## config.mk

```make
export PLATFORM = sky130hd
export DESIGN_NAME = bcd_serial_addsub
export DESIGN_NICKNAME = d
export VERILOG_FILES = /design/src/rtl/bcd_pkg.sv /design/src/rtl/bcd_digit_adder.sv /design/src/rtl/bcd_serial_addsub.sv
export SDC_FILE = /design/constraint.sdc
export NUM_CORES = 1
export LEC_CHECK = 0
export ABC_AREA = 1
export CAP_MARGIN = 25
export CORE_ASPECT_RATIO = 0.8
export CORE_MARGIN = 5
export CORE_UTILIZATION = 50
export CTS_BUF_LIST = sky130_fd_sc_hd__clkbuf_2
export DETAILED_ROUTE_END_ITERATION = 8
export HOLD_SLACK_MARGIN = 0.02
export PLACE_DENSITY = 0.88
export SKIP_CTS_REPAIR_TIMING = 1
export SLEW_MARGIN = 20
export SYNTH_ARGS = -nofsm -noshare
export SYNTH_HDL_FRONTEND = slang
export SYNTH_SLANG_ARGS = --single-unit
```

## constraint.sdc

```tcl
create_clock -name clk -period 6.8 [get_ports clk]
set_clock_uncertainty 0.05 [all_clocks]
set_input_delay 1.02 -clock clk [delete_from_list [all_inputs] [get_ports clk]]
set_output_delay 1.02 -clock clk [all_outputs]
set_load 0.02 [all_outputs]
```

## src/rtl/bcd_pkg.sv

```systemverilog
// Shared constants and state encoding for the digit-serial BCD datapath.
// Imported by bcd_digit_adder and bcd_serial_addsub.
package bcd_pkg;

  localparam int         BCD_DIGIT_W = 4;
  localparam logic [3:0] BCD_MAX     = 4'd9;
  localparam logic [3:0] BCD_ADJ     = 4'd6;

  typedef enum logic [1:0] {
    IDLE = 2'd0,
    RUN  = 2'd1,
    DONE = 2'd2
  } state_e;

endpackage

```

## src/rtl/bcd_digit_adder.sv

```systemverilog
// Combinational single-digit BCD adder with optional nine's-complement of b.
// Ports: a_d/b_d digits, cin, inv (complement b) -> s_d, cout_d, bad_d (digit >9).
module bcd_digit_adder
  import bcd_pkg::*;
(
  input  logic [BCD_DIGIT_W-1:0] a_d,
  input  logic [BCD_DIGIT_W-1:0] b_d,
  input  logic                   cin,
  input  logic                   inv,
  output logic [BCD_DIGIT_W-1:0] s_d,
  output logic                   cout_d,
  output logic                   bad_d
);

  logic [3:0] w_bd;
  logic [4:0] w_t;
  logic [3:0] w_adj;

  assign w_bd   = inv ? (BCD_MAX - b_d) : b_d;
  assign w_t    = {1'b0, a_d} + {1'b0, w_bd} + {4'b0, cin};
  // Adding 6 skips the six unused codes; the carry is taken from the compare.
  assign w_adj  = w_t[3:0] + BCD_ADJ;
  assign cout_d = (w_t > {1'b0, BCD_MAX});
  assign s_d    = cout_d ? w_adj : w_t[3:0];
  assign bad_d  = (a_d > BCD_MAX) | (b_d > BCD_MAX);

endmodule

```

## src/rtl/bcd_serial_addsub.sv

```systemverilog
// Digit-serial BCD add/sub, one digit per clock LSD first, valid/ready both sides.
// Ports: clk, rst, in_valid/in_ready, a, b, sub, out_valid/out_ready, sum, cout, err.
module bcd_serial_addsub
  import bcd_pkg::*;
#(
  parameter int N_DIGITS = 2
) (
  input  logic                  clk,
  input  logic                  rst,
  input  logic                  in_valid,
  output logic                  in_ready,
  input  logic [4*N_DIGITS-1:0] a,
  input  logic [4*N_DIGITS-1:0] b,
  input  logic                  sub,
  output logic                  out_valid,
  input  logic                  out_ready,
  output logic [4*N_DIGITS-1:0] sum,
  output logic                  cout,
  output logic                  err
);

  localparam int W  = 4 * N_DIGITS;
  localparam int CW = $clog2(N_DIGITS + 1);
  localparam logic [CW-1:0] LAST = CW'(N_DIGITS - 1);

  state_e        r_state;
  logic [W-1:0]  r_a;
  logic [W-1:0]  r_b;
  logic [W-1:0]  r_acc;
  logic          r_sub;
  logic          r_carry;
  logic          r_err_acc;
  logic [CW-1:0] r_cnt;

  logic [3:0]    w_s;
  logic          w_c;
  logic          w_bad;
  logic          w_err;
  logic [W+3:0]  w_cat;
  logic [W-1:0]  w_acc_nxt;

  bcd_digit_adder u_dig (
    .a_d    (r_a[3:0]),
    .b_d    (r_b[3:0]),
    .cin    (r_carry),
    .inv    (r_sub),
    .s_d    (w_s),
    .cout_d (w_c),
    .bad_d  (w_bad)
  );

  // New digit enters at the MSD end so the LSD lands in [3:0] last.
  assign w_cat     = {w_s, r_acc};
  assign w_acc_nxt = w_cat[W+3:4];
  assign w_err     = r_err_acc | w_bad;

  always_ff @(posedge clk) begin
    if (rst) begin
      r_state   <= IDLE;
      r_a       <= '0;
      r_b       <= '0;
      r_acc     <= '0;
      r_sub     <= 1'b0;
      r_carry   <= 1'b0;
      r_err_acc <= 1'b0;
      r_cnt     <= '0;
      in_ready  <= 1'b1;
      out_valid <= 1'b0;
      sum       <= '0;
      cout      <= 1'b0;
      err       <= 1'b0;
    end else begin
      case (r_state)
        IDLE: begin
          if (in_valid && in_ready) begin
            r_a       <= a;
            r_b       <= b;
            r_sub     <= sub;
            r_carry   <= sub;
            r_cnt     <= '0;
            r_err_acc <= 1'b0;
            in_ready  <= 1'b0;
            r_state   <= RUN;
          end
        end
        RUN: begin
          r_a       <= r_a >> 4;
          r_b       <= r_b >> 4;
          r_carry   <= w_c;
          r_err_acc <= w_err;
          r_acc     <= w_acc_nxt;
          r_cnt     <= r_cnt + CW'(1);
          if (r_cnt == LAST) begin
            r_state   <= DONE;
            out_valid <= 1'b1;
            err       <= w_err;
            cout      <= w_err ? 1'b0 : w_c;
            sum       <= w_err ? '0 : w_acc_nxt;
          end
        end
        DONE: begin
          if (out_ready) begin
            out_valid <= 1'b0;
            in_ready  <= 1'b1;
            r_state   <= IDLE;
          end
        end
        default: begin
          r_state   <= IDLE;
          in_ready  <= 1'b1;
          out_valid <= 1'b0;
        end
      endcase
    end
  end

endmodule

```

==> Word-level counts from Yosys, hierarchy flattened <==
Index checks and enable logic that the tools add are counted.
{ "word_totals": {"reg_bits": 43, "latchBits": 0, "mem_bits_rw": 0, "rom_bits": 0, "input_bits": 21, "elab_cells": 63, "mem_count": 0} }
{ "classes": {"add_sub_neg": 5, "mul": 0, "n_div": 0, "order_cmp": 3, "n_eq_ne": 6, "n_shift": 0, "muxes": 23, "bitwise": 4, "reduce_logical": 9} }
{ "op_table": {"columns": ["operator", "n"], "rows": [
  ["8-bit one-hot mux with 2 select lines", 2],
  ["8-bit two-way mux", 3],
  ["3-bit AND reduction", 3],
  ["4-bit > comparator, second input constant", 2],
  ["2-bit two-way mux", 4],
  ["4-bit two-way mux", 2],
  ["1-bit two-way mux", 6],
  ["2-bit inequality test, second input constant", 3],
  ["1-bit one-hot mux with 3 select lines", 2],
  ["2-bit one-hot mux with 3 select lines", 1],
  ["2-bit AND reduction", 3],
  ["4-bit by 4-bit adder with 5-bit output", 1],
  ["5-bit by 1-bit adder with 5-bit output", 1],
  ["5-bit by 4-bit > comparator with 1-bit output, second input constant", 1],
  ["4-bit by 3-bit adder with 4-bit output, second input constant", 1],
  ["2-bit by 1-bit == test with 1-bit output, second input constant", 2],
  ["1-bit one-hot mux with 2 select lines", 2],
  ["2-bit one-hot mux with 2 select lines", 1],
  ["4-bit subtractor, first input constant", 1],
  ["2-bit by 1-bit adder with 2-bit output, second input constant", 1],
  ["2-bit == test, second input constant", 1],
  ["2-bit zero test", 1],
  ["1-bit NOT", 2],
  ["1-bit OR", 2],
  ["other kinds (2)", 2]
]} }

==> Logic depth before layout (Yosys ltp) <==
{ "depth": {"ltp_word": 7, "ltp_mapped": 17, "ltp_nobuf": 17} }

==> Hierarchy <==
A second synthesis with hierarchy kept.
{ "hier_totals": {"cells_unflattened": 286, "area_unflattened_um2": 1985.7} }
{ "by_module_without_submodules": {"columns": ["module", "n_inst", "cells_per_inst", "area_per_inst_um2", "seq_area_each_um2"], "rows": [
  ["bcd_serial_addsub", 1, 223, 1615.3, 780.7],
  ["bcd_digit_adder", 1, 63, 370.4, 0.0]
]} }

==> Worst setup path after synthesis <==
Ideal clock, no wire load.
{ "synth_path": {"path_kind": "reg-to-reg", "startpoint": "register r_sub", "endpoint": "register r_acc[7]", "setup_ps": 113, "t_arrival_ps": 2210, "required_time_ps": 6637, "slack_ps": 4427, "path_stages_with_launch": 15, "period_less_slack_ps": 2373, "path_cell_list": "dfxtp_1 xnor2_1 fa_1 inv_1 fa_1 inv_1 ha_1 nand2_1 a21boi_2 nand2_2 nand2_4 nand2_2 nand2_2 o21ai_1 inv_1"} }
{ "synth_via": {"elab_chain_cells": 5, "elab_cells_between_ends": 6, "classes_between": "3 x add/sub; 1 x order compare; 2 x mux"} }
{ "synth_rtl": {"columns": ["item", "line_no", "source"], "rows": [
  ["from (decl)", "bcd_serial_addsub.sv:30", "logic r_sub;"],
  ["from (signal assigned)", "bcd_serial_addsub.sv:78", "r_sub <= sub;"],
  ["4-bit two-way mux *", "bcd_digit_adder.sv:19", "assign w_bd = inv ? (BCD_MAX - b_d) : b_d;"],
  ["4-bit by 4-bit adder with 5-bit output *", "bcd_digit_adder.sv:20", "assign w_t = {1'b0, a_d} + {1'b0, w_bd} + {4'b0, cin};"],
  ["5-bit by 1-bit adder with 5-bit output *", "bcd_digit_adder.sv:20", null],
  ["4-bit by 3-bit adder with 4-bit output / 5-bit by 4-bit > comparator with 1-bit output (equally long branches)", "bcd_digit_adder.sv:22, bcd_digit_adder.sv:23", null],
  ["4-bit two-way mux *", "bcd_digit_adder.sv:24", "assign s_d = cout_d ? w_adj : w_t[3:0];"],
  ["to (signal assigned)", "bcd_serial_addsub.sv:91", "r_acc <= w_acc_nxt;"],
  ["to (decl)", "bcd_serial_addsub.sv:29", "logic [W-1:0] r_acc;"]
]} }
Mark *: on every way between the ends. The rest lies on a longest branch, timed or not.
A chain may end at the register's enable or synchronous reset.

==> Worst setup path in the final report <==
{ "layout_path": {"startpoint": "input in_valid", "endpoint": "register r_b[2]"} }
{ "layout_via": {"elab_chain_cells": 3} }
{ "layout_rtl": {"columns": ["item", "line_no", "source"], "rows": [
  ["from (decl)", "bcd_serial_addsub.sv:10", "input logic in_valid,"],
  ["1-bit logical AND", "bcd_serial_addsub.sv:75", "if (in_valid && in_ready) begin"],
  ["2-bit inequality test (no line)", null, null],
  ["2-bit AND reduction (no line)", null, null],
  ["to (signal assigned)", "bcd_serial_addsub.sv:88", "r_b <= r_b >> 4;"],
  ["to (decl)", "bcd_serial_addsub.sv:28", "logic [W-1:0] r_b;"]
]} }
Every way passes these cells.

==> out/qor.yml <==
worstReg2RegStart: "r_sub$_SDFFE_PP0P_"
r2r-end: "r_acc[6]$_SDFFE_PP0P_"
ioPinCount: 33
reg2reg_depth: 14
maxSlewViolCount: 0
synth_common_cells: "72 x nand2_1, 39 x dfxtp_1, 25 x a21oi_1, 25 x inv_1, 18 x o21ai_0"
overflow: 0
multiInputGateArea_um2: 910
power_uw: 593
min_from: "out_valid$_SDFFE_PP0P_"
cts.sinks: 39
rows: 19
routed_wl_um: 3790
die_w_um: 77.8
cap_violations: 0
first_iter_violations: 116
core_area_um2: 3490
start_util_pct: 52.6
n_fill_cell: 323
path_clk_slew_ps: 180
cts-root-buf: "clkbuf_2"
gp_congestion: 0.767
cts_made_buffers: 5
antenna_found_initial: 0
drt_first_pass_iters: 4
timing.fmax_ghz: 0.357
clockBufferDepth: 2
yosysTopAreaCell: "dfxtp_1"
synthCells: 250
layout-drive-gt1-share_pct: 6.79
fin_crit_sh_pct: 41.2
hold_viol_final: 0
grt_pass1_wl_um: 6560
grt_max_degree: 24
syn_area_um2: 1840
track_usage_pct: 15.9
setup_viol: 0
worst_ep_arrival_time_ps: 3040
synthFlopType: "dfxtp_1"
ant_nets: 0
grt_setup_unrepaired: "false"
synth.top_cell.area_share_pct: 42.5
nets: 308
via_per_inst: 5.15
drc: 0
yosys_warnings: 0
synth_edf_count: 0
synth_area_leaders: "dfxtp_1 42%, nand2_1 15%, a21oi_1 6.8%"
avgSynthCellArea_um2: 7.35
whs_endpoint: "out_valid$_SDFFE_PP0P_"
r2r_slack_ps: 4160
cts_tree: "yes"
antenna_cells: 0
holdPathStages: 2
htreeDepth: 2
final.min_clock_period_ps: 2800
hpwlAfterDp_um: 2790
syn-num-nets: 279
yosysMostFrequentCell: "nand2_1"
async_reset_ff_share_pct: 0
ys_seq_area_share_pct: 42.5
setup_tns_ps: 0
peakVddDrop_mv: 0.138
critPathKind: "in2reg"
vias: 1658
end_kind: "flop"
die_h_um: 64.2
status: "complete, no violations"
first_global_vias: 1589
crit_fanout: 18
synth_seq_cells: 39
worstPathRequired_ps: 7040
worstHoldPathType: "reg2reg"
io_buffers: 32
p_leak_nw: 0.910
max_slew_margin_pct: 42.5
setup.worst_path.start_class: "input port"
dieArea_um2: 5000
worstMarginPinSlew_ps: 860
areaGrowthSynthToFinish_pct: 19.9
powerDensity_nw_per_um2: 269
wl_per_cell_um: 11.8
ys_types: 27
clk_latency_ps: 400
regArea_um2: 781
registers in the layout, indices dropped and copies added, names as in the netlist:
| name | cells |
|---|---|
| cout | 1 |
| err | 1 |
| in_ready | 1 |
| out_valid | 1 |
| r_a | 8 |
| r_acc | 4 |
| r_b | 8 |
| r_carry | 1 |
| r_cnt | 2 |
| r_err_acc | 1 |
| r_state | 2 |
| r_sub | 1 |
| sum | 8 |
metrics by stage:
stage | utilization [%] | area [um^2] | std cells | hold WS [ps] | setup WS (ps)
after global routing | 63.1 | 2200 | 322 | 450 | 3830
after floorplan | - | 1840 | 250 | 383 | 4430
final | 63.1 | 2200 | 322 | 415 | 4000
after CTS | 63.1 | 2200 | 322 | 419 | 4000
after detailed placement | 61.9 | 2160 | 314 | 396 | 3560
after global placement | 61.9 | 2160 | 314 | 393 | 3620
final cells by class:
| type | count | area share, % |
|---|---|---|
| Timing Repair Buffer | 32 | 14.5 |
| Sequential cell | 39 | 35.4 |
| Multi-Input combinational cell | 174 | 41.3 |
| Clock buffer | 5 | 1.14 |
| Clock inverter | 3 | 0.681 |
| Tap cell | 42 | 2.38 |
| Inverter | 27 | 4.60 |
cells by family after synthesis:
family / after synthesis / synth area share, %
compound gates: 61 / 18.6
flops: 39 / 42.5
xor+xnor: 2 / 0.953
buf+inv: 37 / 8.03
fa+ha+maj: 8 / 6.26
simple gates: 103 / 23.7
power breakdown:
group,leakage (nW),internal [mW],switching [mW]
Combinational,0.567,0.0873,0.140
Clock,0.0241,0.0229,0.0760
Sequential,0.319,0.251,0.0153
Total,0.910,0.362,0.231
cells in the final DEF, fill, tap and decap left out, drive strengths merged:
cell / n
a211oi: 1
a21boi: 1
a21o: 3
a21oi: 27
a31oi: 8
clkbuf: 5
clkdlybuf4s50: 32
clkinv: 2
clkinvlp: 1
dfxtp: 39
fa: 2
ha: 6
inv: 27
nand2: 78
nand3: 12
nor2: 11
nor3: 1
o21a: 1
o21ai: 20
or2: 1
xnor2: 2
critical path: stages:
cell and delay [ps]:
clkdlybuf4s50_1 390, nand2_1 80, inv_1 40, nand2_1 80
inv_1 180, nor2_1 630, inv_2 290, o21ai_0 260
a31oi_1 60
routing by layer:
metal  GRT usage, %  part of all wire, %
met1           18.0                   45
met3           5.20                  6.9
met4           6.87                  2.1
met5              0                    0
met2           27.4                   46
worst max-delay path by stage:
stage	slack [ps]	endpoint	cells after the start	from
2_1_floorplan	4430	r_acc[7]$_SDFFE_PP0P_	14	r_sub$_SDFFE_PP0P_
3_3_place_gp	3620	r_b[2]$_SDFFE_PP0P_	9	in_valid
3_5_place_dp	3560	r_b[2]$_SDFFE_PP0P_	9	in_valid
4_1_cts	4000	r_b[2]$_SDFFE_PP0P_	9	in_valid
5_1_grt	3830	r_b[0]$_SDFFE_PP0P_	9	in_valid
6_report	4000	r_b[2]$_SDFFE_PP0P_	9	in_valid
Power figures use the tool's default switching activity.
